$ cat config.mk
export PLATFORM = sky130hd
export DESIGN_NAME = puzzle_move_engine
export DESIGN_NICKNAME = d
export VERILOG_FILES = /design/src/rtl/puzzle_move_engine.sv
export SDC_FILE = /design/constraint.sdc
export NUM_CORES = 1
export LEC_CHECK = 0
export CORE_ASPECT_RATIO = 0.7
export CORE_MARGIN = 4
export CORE_UTILIZATION = 64
export CTS_CLUSTER_DIAMETER = 120
export DETAILED_ROUTE_END_ITERATION = 6
export DONT_BUFFER_PORTS = 1
export GPL_ROUTABILITY_DRIVEN = 0
export PLACE_DENSITY = 0.77
export SLEW_MARGIN = 20
export SYNTH_ARGS = -nofsm -noshare
export SYNTH_HDL_FRONTEND = slang
export SYNTH_SLANG_ARGS = --single-unit
$ cat constraint.sdc
create_clock -name clk -period 4.2 [get_ports clk]
set_clock_uncertainty 0.05 [all_clocks]
set_input_delay 0.21 -clock clk [delete_from_list [all_inputs] [get_ports clk]]
set_output_delay 0.21 -clock clk [all_outputs]
set_load 0.05 [all_outputs]
$ cat src/rtl/puzzle_move_engine.sv
// rtl/puzzle_move_engine.sv - 8-puzzle blank-tile move sequencer driving the board register file
// Reads current/goal boards, validates and applies one blank move, bumps depth, reports solved.
module puzzle_move_engine #(
  parameter int AW         = 5,
  parameter int DW         = 36,
  parameter int CUR_ADDR   = 0,
  parameter int GOAL_ADDR  = 1,
  parameter int DEPTH_ADDR = 3,
  parameter int MAX_DEPTH  = 15
) (
  input  logic          clk,
  input  logic          rst_n,
  input  logic          start,
  input  logic [1:0]    dir,
  output logic          busy,
  output logic          done,
  output logic          legal,
  output logic          solved,
  output logic [AW-1:0] src0,
  output logic [AW-1:0] src1,
  input  logic [DW-1:0] rdata0,
  input  logic [DW-1:0] rdata1,
  output logic [AW-1:0] dst,
  output logic          we,
  output logic [DW-1:0] wdata
);

  localparam logic [AW-1:0] CUR_A   = AW'(CUR_ADDR);
  localparam logic [AW-1:0] GOAL_A  = AW'(GOAL_ADDR);
  localparam logic [AW-1:0] DEPTH_A = AW'(DEPTH_ADDR);

  typedef enum logic [2:0] {
    S_IDLE, S_READ, S_FIND, S_SWAP, S_WB_BOARD, S_RD_DEPTH, S_WB_DEPTH, S_DONE
  } state_t;

  state_t        state_q, state_d;
  logic [1:0]    dir_q, dir_d;
  logic [DW-1:0] board_q, board_d;
  logic [DW-1:0] goal_q, goal_d;
  logic [DW-1:0] newboard_q, newboard_d;
  logic [3:0]    pos_q, pos_d;
  logic [AW-1:0] src0_q, src0_d;
  logic [AW-1:0] dst_q, dst_d;
  logic [DW-1:0] wdata_q, wdata_d;
  logic          busy_q, busy_d;
  logic          done_q, done_d;
  logic          we_q, we_d;
  logic          legal_q, legal_d;
  logic          solved_q, solved_d;

  // Tile i sits at bits [35-4i : 32-4i], so its LSB is 32-4i.
  function automatic logic [5:0] nib_lsb(input logic [3:0] idx);
    return 6'd32 - {idx, 2'b00};
  endfunction

  logic          blank_found;
  logic [3:0]    blank_pos;
  logic          move_ok;
  logic [3:0]    target;
  logic [DW-1:0] swapped;
  logic [4:0]    depth_inc;
  logic [3:0]    depth_sat;

  // Scan downward so the lowest zero nibble wins on boards with duplicates.
  always_comb begin
    blank_found = 1'b0;
    blank_pos   = 4'd0;
    for (int i = 8; i >= 0; i--) begin
      if (board_q[nib_lsb(4'(i)) +: 4] == 4'd0) begin
        blank_found = 1'b1;
        blank_pos   = 4'(i);
      end
    end
  end

  always_comb begin
    move_ok = blank_found;
    case (dir_q)
      2'b00:   if (blank_pos < 4'd3) move_ok = 1'b0;
      2'b01:   if (blank_pos > 4'd5) move_ok = 1'b0;
      2'b10:   if (blank_pos == 4'd0 || blank_pos == 4'd3 || blank_pos == 4'd6) move_ok = 1'b0;
      default: if (blank_pos == 4'd2 || blank_pos == 4'd5 || blank_pos == 4'd8) move_ok = 1'b0;
    endcase
  end

  always_comb begin
    case (dir_q)
      2'b00:   target = pos_q - 4'd3;
      2'b01:   target = pos_q + 4'd3;
      2'b10:   target = pos_q - 4'd1;
      default: target = pos_q + 4'd1;
    endcase
    swapped = board_q;
    swapped[nib_lsb(pos_q) +: 4]  = board_q[nib_lsb(target) +: 4];
    swapped[nib_lsb(target) +: 4] = board_q[nib_lsb(pos_q) +: 4];
  end

  assign depth_inc = {1'b0, rdata0[3:0]} + 5'd1;
  assign depth_sat = (depth_inc > 5'(MAX_DEPTH)) ? 4'(MAX_DEPTH) : depth_inc[3:0];

  always_comb begin
    state_d    = state_q;
    dir_d      = dir_q;
    board_d    = board_q;
    goal_d     = goal_q;
    newboard_d = newboard_q;
    pos_d      = pos_q;
    src0_d     = src0_q;
    dst_d      = dst_q;
    wdata_d    = wdata_q;
    legal_d    = legal_q;
    solved_d   = solved_q;
    case (state_q)
      S_IDLE: begin
        if (start) begin
          state_d = S_READ;
          dir_d   = dir;
        end
      end
      S_READ: begin
        board_d = rdata0;
        goal_d  = rdata1;
        state_d = S_FIND;
      end
      S_FIND: begin
        pos_d = blank_pos;
        if (move_ok) begin
          state_d = S_SWAP;
        end else begin
          state_d  = S_DONE;
          legal_d  = 1'b0;
          solved_d = 1'b0;
        end
      end
      S_SWAP: begin
        newboard_d = swapped;
        dst_d      = CUR_A;
        wdata_d    = swapped;
        state_d    = S_WB_BOARD;
      end
      S_WB_BOARD: begin
        src0_d  = DEPTH_A;
        state_d = S_RD_DEPTH;
      end
      S_RD_DEPTH: begin
        src0_d  = CUR_A;
        dst_d   = DEPTH_A;
        wdata_d = {{(DW-4){1'b0}}, depth_sat};
        state_d = S_WB_DEPTH;
      end
      S_WB_DEPTH: begin
        legal_d  = 1'b1;
        solved_d = (newboard_q == goal_q);
        state_d  = S_DONE;
      end
      default: state_d = S_IDLE;
    endcase
    // Status strobes are registered copies of the state being entered.
    busy_d = (state_d != S_IDLE);
    done_d = (state_d == S_DONE);
    we_d   = (state_d == S_WB_BOARD) || (state_d == S_WB_DEPTH);
  end

  always_ff @(posedge clk or negedge rst_n) begin
    if (!rst_n) begin
      state_q    <= S_IDLE;
      dir_q      <= 2'b00;
      board_q    <= '0;
      goal_q     <= '0;
      newboard_q <= '0;
      pos_q      <= 4'd0;
      src0_q     <= CUR_A;
      dst_q      <= '0;
      wdata_q    <= '0;
      busy_q     <= 1'b0;
      done_q     <= 1'b0;
      we_q       <= 1'b0;
      legal_q    <= 1'b0;
      solved_q   <= 1'b0;
    end else begin
      state_q    <= state_d;
      dir_q      <= dir_d;
      board_q    <= board_d;
      goal_q     <= goal_d;
      newboard_q <= newboard_d;
      pos_q      <= pos_d;
      src0_q     <= src0_d;
      dst_q      <= dst_d;
      wdata_q    <= wdata_d;
      busy_q     <= busy_d;
      done_q     <= done_d;
      we_q       <= we_d;
      legal_q    <= legal_d;
      solved_q   <= solved_d;
    end
  end

  assign busy   = busy_q;
  assign done   = done_q;
  assign legal  = legal_q;
  assign solved = solved_q;
  assign src0   = src0_q;
  assign src1   = GOAL_A;
  assign dst    = dst_q;
  assign we     = we_q;
  assign wdata  = wdata_q;

endmodule
After elaboration in Yosys (flattened, before gate mapping). Cells that the tools add are included.

Bits in registers: 168. Word-level logic and storage cells: 109. Input bits: 77.

Mux-type cells: 36. Add/subtract/negate cells: 9. Order comparisons: 3. Reductions and logical operators: 23. Shift operators: 6. Equal/unequal tests: 18.

Operator list (number): 36-bit bitwise mux (2); 36-bit case mux with 2 select lines (1); 4-bit by 8-bit variable shift with 36-bit output (first input constant) (2); 36-bit by 7-bit indexed part select with 4-bit output (2); 4-bit by 8-bit indexed part select with 36-bit output (2); 4-bit zero test (10); 4-bit two-way mux (10); 36-bit == test (1); 3-bit case mux with 7 select lines (1); 5-bit case mux with 2 select lines (2); 3-bit == test (second input constant) (6); 6-bit negation with 8-bit output (2); 1-bit two-way mux (14); 4-bit case mux with 3 select lines (1); 6-bit subtractor (first input constant) (2); 4-bit by 2-bit == test with 1-bit output (second input constant) (2); 4-bit by 3-bit == test with 1-bit output (second input constant) (2); 3-bit by 2-bit == test with 1-bit output (second input constant) (2); 3-bit two-way mux (2); 2-bit nonzero test (3); 4-bit by 1-bit adder with 5-bit output (second input constant) (1); 5-bit by 4-bit > comparator with 1-bit output (second input constant) (1); 1-bit logical OR (5); 4-bit by 1-bit adder with 4-bit output (second input constant) (1); other kinds (16) (18).

Longest topological paths before layout.
Word-level depth: 19. Gate-level depth with buffers: 14. Mapped depth without buffers: 11.

Worst setup path before layout. No wires, ideal clock.

Kind: register to register. From: register pos_q[0]. To: register newboard_q[2]. Period minus slack after synthesis: 3.808 ns. Path buffers: 5. Stages on the path, launching flop included: 14. Setup time: 0.132 ns. Data arrival time: 3.626 ns. Slack: 0.392 ns. Path through: dfrtp_1 > buf_6 > buf_4 > buf_2 > inv_1 > fa_1 > buf_2 > clkbuf_1 > mux4_2 > mux2i_1 > nor2_1 > a31o_2 > o21ai_0 > nand3_1.

Longest elaborated chain between the ends: 7. Elaborated cells on any way between the ends: 17.

Ends and longest elaborated chain: start, declared (RTL line 41) `logic [3:0] pos_q, pos_d;`; start signal, assigned (RTL line 186) `pos_q <= pos_d;`; 4-bit by 1-bit adder with 4-bit output (tied with other cells) (RTL line 91) `default: target = pos_q + 4'd1;`; 4-bit case mux with 3 select lines (RTL line 87) `case (dir_q)`; 6-bit subtractor (RTL line 53) `return 6'd32 - {idx, 2'b00};`; 36-bit by 7-bit indexed part select with 4-bit output (RTL line 94) `swapped[nib_lsb(pos_q) +: 4] = board_q[nib_lsb(target) +: 4];`; 4-bit by 8-bit indexed part select with 36-bit output (RTL line 94); 36-bit bitwise mux (RTL line 94); 36-bit bitwise mux (*) (RTL line 95) `swapped[nib_lsb(target) +: 4] = board_q[nib_lsb(pos_q) +: 4];`; end signal, assigned (RTL line 185) `newboard_q <= newboard_d;`; end, declared (RTL line 40) `logic [DW-1:0] newboard_q, newboard_d;`.

Every way passes the cells marked *; elsewhere a longest branch is shown, timed or not. A chain may end at the register's enable or synchronous reset.

Worst setup path after layout.
From: register dir_q[0]. To: register wdata_q[15] (netlist: wdata[15]).

Longest elaborated chain between the ends: 8. Elaborated cells on any way between the ends: 13.

Ends and longest elaborated chain: start, declared (RTL line 37) `logic [1:0] dir_q, dir_d;`; start signal, assigned (RTL line 182) `dir_q <= dir_d;`; 2-bit == test (tied with other cells) (RTL line 87); 4-bit case mux with 3 select lines (*) (RTL line 87); 6-bit subtractor (*) (RTL line 53); 36-bit by 7-bit indexed part select with 4-bit output (RTL line 94); 4-bit by 8-bit indexed part select with 36-bit output (RTL line 94); 36-bit bitwise mux (RTL line 94); 36-bit bitwise mux (*) (RTL line 95); 36-bit case mux with 2 select lines (*) (RTL line 113) `case (state_q)`; end signal, assigned (RTL line 189) `wdata_q <= wdata_d;`; end, declared (RTL line 44) `logic [DW-1:0] wdata_q, wdata_d;`.

Marks and branches as above.

==> run_summary.xml <==
<?xml version="1.0" encoding="UTF-8"?>
<metrics>
  <group name="synth">
    <metric name="ys.warnings.count" unit="">0</metric>
    <metric name="synth-edff-count" unit="">0</metric>
    <metric name="synth.ff_latch_count" unit="">160</metric>
    <metric name="ys_top_cells_by_count" unit="">sky130_fd_sc_hd__dfrtp_1 (160), sky130_fd_sc_hd__nand2_1 (87), sky130_fd_sc_hd__mux2_2 (71), sky130_fd_sc_hd__nand3_1 (57), sky130_fd_sc_hd__nor2_1 (45)</metric>
    <metric name="yosysTopAreaCell" unit="">sky130_fd_sc_hd__dfrtp_1</metric>
    <metric name="post_synth_main_area_contributors" unit="">sky130_fd_sc_hd__dfrtp_1 (44%), sky130_fd_sc_hd__mux2_2 (8.7%), sky130_fd_sc_hd__mux4_2 (3.9%)</metric>
    <metric name="netlist-cell-type-count" unit="">74</metric>
    <metric name="avgSynthCellArea" unit="um^2">10.43</metric>
    <metric name="synth.yosys.seq_area_share" unit="%">43.61</metric>
    <metric name="async_reset_ff_share" unit="%">100.0</metric>
    <metric name="syn-cell-area" unit="um^2">9180</metric>
    <metric name="postSynth.topFlopCell" unit="">sky130_fd_sc_hd__dfrtp_1</metric>
    <metric name="yosys.cell_count.top_type" unit="">sky130_fd_sc_hd__dfrtp_1</metric>
    <metric name="netlist.area_leader.share" unit="%">43.61</metric>
    <metric name="synthesis.instances" unit="">880</metric>
  </group>
  <group name="status">
    <metric name="run_status" unit="">completed</metric>
  </group>
  <group name="placed_design">
    <metric name="io_buffer_count" unit="">0</metric>
    <metric name="dpl.hpwl" unit="um">19430</metric>
    <metric name="dp_slack" unit="ps">460.4</metric>
  </group>
  <group name="worst_setup_path">
    <metric name="critical_path.startpoint_type" unit="">register</metric>
    <metric name="crit_path_cell_trace" unit="">inv_1 -&gt; ha_1 -&gt; inv_1 -&gt; fa_1 -&gt; and2_1 -&gt; nand3_1 -&gt; nor3_2 -&gt; a2111oi_4 -&gt; o21ai_2 -&gt; a41oi_1 -&gt; o31ai_1</metric>
    <metric name="cpMostUsedCell" unit="">sky130_fd_sc_hd__inv_1</metric>
    <metric name="crit_cells" unit="">11</metric>
    <metric name="critical-path-max-stage-delay" unit="ps">690</metric>
    <metric name="crit_path_max_fanout" unit="">11</metric>
    <metric name="timing.critical_path.from" unit="">dir_q[0]</metric>
    <metric name="worst-r2r-cell-count" unit="">11</metric>
    <metric name="timing.critical_path.required" unit="ps">4470</metric>
    <metric name="crit-reg2reg-launch" unit="">dir_q[0]</metric>
    <metric name="critPathKind" unit="">reg -&gt; reg</metric>
    <metric name="worst-path-buf-inv" unit="">2</metric>
    <metric name="crit_family" unit="">compound AO/OA/AOI/OAI gates</metric>
    <metric name="cpMaxStageDelayCell" unit="">sky130_fd_sc_hd__fa_1</metric>
    <metric name="timing.critical_path.to_type" unit="">register</metric>
    <metric name="crit_arrival" unit="ps">4140</metric>
  </group>
  <group name="timing">
    <metric name="rsz0062_at_grt" unit="">no</metric>
    <metric name="worst_slew_margin_rel" unit="%">37.61</metric>
    <metric name="hold_viol" unit="">0</metric>
    <metric name="slew_violations" unit="">0</metric>
    <metric name="final_count_of_negative_setup_slack_endpoints" unit="">0</metric>
    <metric name="worst_slack" unit="ps">330.6</metric>
    <metric name="max_slew.worst_pin.slew" unit="ps">927.2</metric>
    <metric name="achievable-frequency" unit="MHz">258.4</metric>
    <metric name="timing.final.crit_period" unit="ps">3869</metric>
    <metric name="post-route-period-util" unit="%">92.13</metric>
    <metric name="setup_total_negative_slack" unit="ps">0</metric>
  </group>
  <group name="clock_tree">
    <metric name="clk_latency" unit="ps">430</metric>
    <metric name="postCtsHoldBufs" unit="">77</metric>
    <metric name="cts-htree-levels" unit="">4</metric>
    <metric name="max-clock-path-buffers" unit="">2</metric>
    <metric name="worst_setup_hold_path_clk_slew" unit="ps">60</metric>
    <metric name="cts_repair_resize_count" unit="">0</metric>
    <metric name="cts.root.buffer_cell" unit="">sky130_fd_sc_hd__clkbuf_16</metric>
    <metric name="numCtsBuffers" unit="">17</metric>
    <metric name="clock-sinks" unit="">160</metric>
    <metric name="tritoncts_clock_tree" unit="">yes</metric>
    <metric name="post_cts.repair.setup_buffers" unit="">0</metric>
  </group>
  <group name="floorplan">
    <metric name="die_width" unit="um">151.1</metric>
    <metric name="floorplan.die.height" unit="um">108.2</metric>
    <metric name="core_area" unit="um^2">13960</metric>
    <metric name="std_cell_rows" unit="">36</metric>
    <metric name="fp.dieArea" unit="um^2">16350</metric>
    <metric name="start_util" unit="%">65.74</metric>
    <metric name="boundaryPins" unit="">133</metric>
  </group>
  <group name="layout">
    <metric name="area_added_between_synthesis_and_finish" unit="%">15.37</metric>
    <metric name="diodes" unit="">0</metric>
    <metric name="finalNetCount" unit="">1031</metric>
    <metric name="layout-drive-gt1-share" unit="%">17.28</metric>
  </group>
  <group name="detailed_routing">
    <metric name="vias" unit="">7829</metric>
    <metric name="detail_route.vias_per_cell" unit="">6.874</metric>
    <metric name="postRouteWirelength" unit="um">27400</metric>
    <metric name="detail_route.first_pass.iterations" unit="">6</metric>
    <metric name="detail_route.wl_per_cell" unit="um">24.05</metric>
    <metric name="drt-initial-drc-count" unit="">1421</metric>
    <metric name="detail_route.drc_violations" unit="">0</metric>
    <metric name="postRouteAntennaNets" unit="">0</metric>
  </group>
  <group name="hold_path">
    <metric name="hp-class" unit="">in -&gt; reg</metric>
    <metric name="hold_path.startpoint" unit="">rdata0[0]</metric>
    <metric name="hold_path_depth" unit="">3</metric>
  </group>
  <group name="global_routing">
    <metric name="grt_pass1_vias" unit="">7692</metric>
    <metric name="grtUsageTotal" unit="%">34.46</metric>
    <metric name="grt_remaining_overflow" unit="">0</metric>
    <metric name="antenna_violations_before_repair" unit="">0</metric>
    <metric name="grt_first_pass_wirelength" unit="um">42550</metric>
    <metric name="pin_count_of_the_biggest_net_entering_global_routing" unit="">161</metric>
  </group>
  <group name="run">
    <metric name="max-cap-violations" unit="">0</metric>
  </group>
</metrics>
==> layout make-up <==
type	instances	area [um^2]
flip-flops and latches	160	4004
multi-input cells	649	4828
well taps	190	237.7
clock buffers	20	446.7
inverters	17	63.81
repair buffers	92	900.9
fillers	907	3372
clock inverters	11	110.1
==> registers in the layout (all words and copies together), names as in the netlist <==
signal,count
src0,1
pos_q,4
dir_q,2
done,1
newboard_q,36
busy,1
wdata,36
legal,1
dst,1
goal_q,36
solved,1
state_q,3
we,1
board_q,36
==> kinds of logic (layout without fill, tap and decap cells) <==
| family | after synthesis | in the layout | synth area share [%] |
|---|---|---|---|
| buf+inv | 80 | 140 | 4.239 |
| fa+ha+maj | 17 | 17 | 2.399 |
| flops | 160 | 160 | 43.61 |
| xor+xnor | 51 | 51 | 5.397 |
| other cells | 2 | 11 | 0.08181 |
| simple gates | 289 | 289 | 15.71 |
| compound gates | 176 | 176 | 13.73 |
| mux | 105 | 105 | 14.83 |
==> layout by cell type (no fill, tap or decap), drive strengths merged, types with 19 or more instances in the layout <==
cell type	Yosys	routed
xnor2	31	31
a21oi	38	38
nor3	19	19
nor2	48	48
nand2	87	87
o21ai	33	33
clkbuf	35	20
mux2	75	75
inv	17	19
nor4	19	19
dlygate4sd3	0	76
dfrtp	160	160
nand3	57	57
==> per-stage QoR <==
step | hold WS, ps | cell area, um^2 | std cells | util (%)
after global routing | 61.18 | 10590 | 1139 | 75.85
final | 46.32 | 10590 | 1139 | 75.85
after CTS | 42.45 | 10590 | 1139 | 75.85
after global placement | -129.6 | 9246 | 1031 | 66.22
after detailed placement | -129.6 | 9246 | 1031 | 66.22
after floorplan | -135.6 | 9214 | 889 | -
==> worst register-to-register path: stages, from the launching register on <==
cell and delay [ps]:
sky130_fd_sc_hd__dfrtp_1 460, sky130_fd_sc_hd__inv_1 130, sky130_fd_sc_hd__ha_1 330, sky130_fd_sc_hd__inv_1 50
sky130_fd_sc_hd__fa_1 690, sky130_fd_sc_hd__and2_1 560, sky130_fd_sc_hd__nand3_1 190, sky130_fd_sc_hd__nor3_2 270
sky130_fd_sc_hd__a2111oi_4 100, sky130_fd_sc_hd__o21ai_2 410, sky130_fd_sc_hd__a41oi_1 210, sky130_fd_sc_hd__o31ai_1 310
==> metal layers <==
| metal | part of all wire, % | GRT usage (%) |
|---|---|---|
| met1 | 39 | 46.53 |
| met2 | 43 | 51.32 |
| met3 | 14 | 12.65 |
| met4 | 3.8 | 13.07 |
| met5 | 0 | 0 |
==> final timing paths <==
kind                       slack [ps]             end
min                                50        wdata[0]
min reg2reg                       460  newboard_q[22]
max in group asynchronous        3010            done
min in group asynchronous         310            busy
max                               330       wdata[15]
max reg2reg                       330       wdata[15]
Power is left out: the tool's default activity adds up to more than one toggle a clock period on the data nets, which glitch-free logic cannot reach.
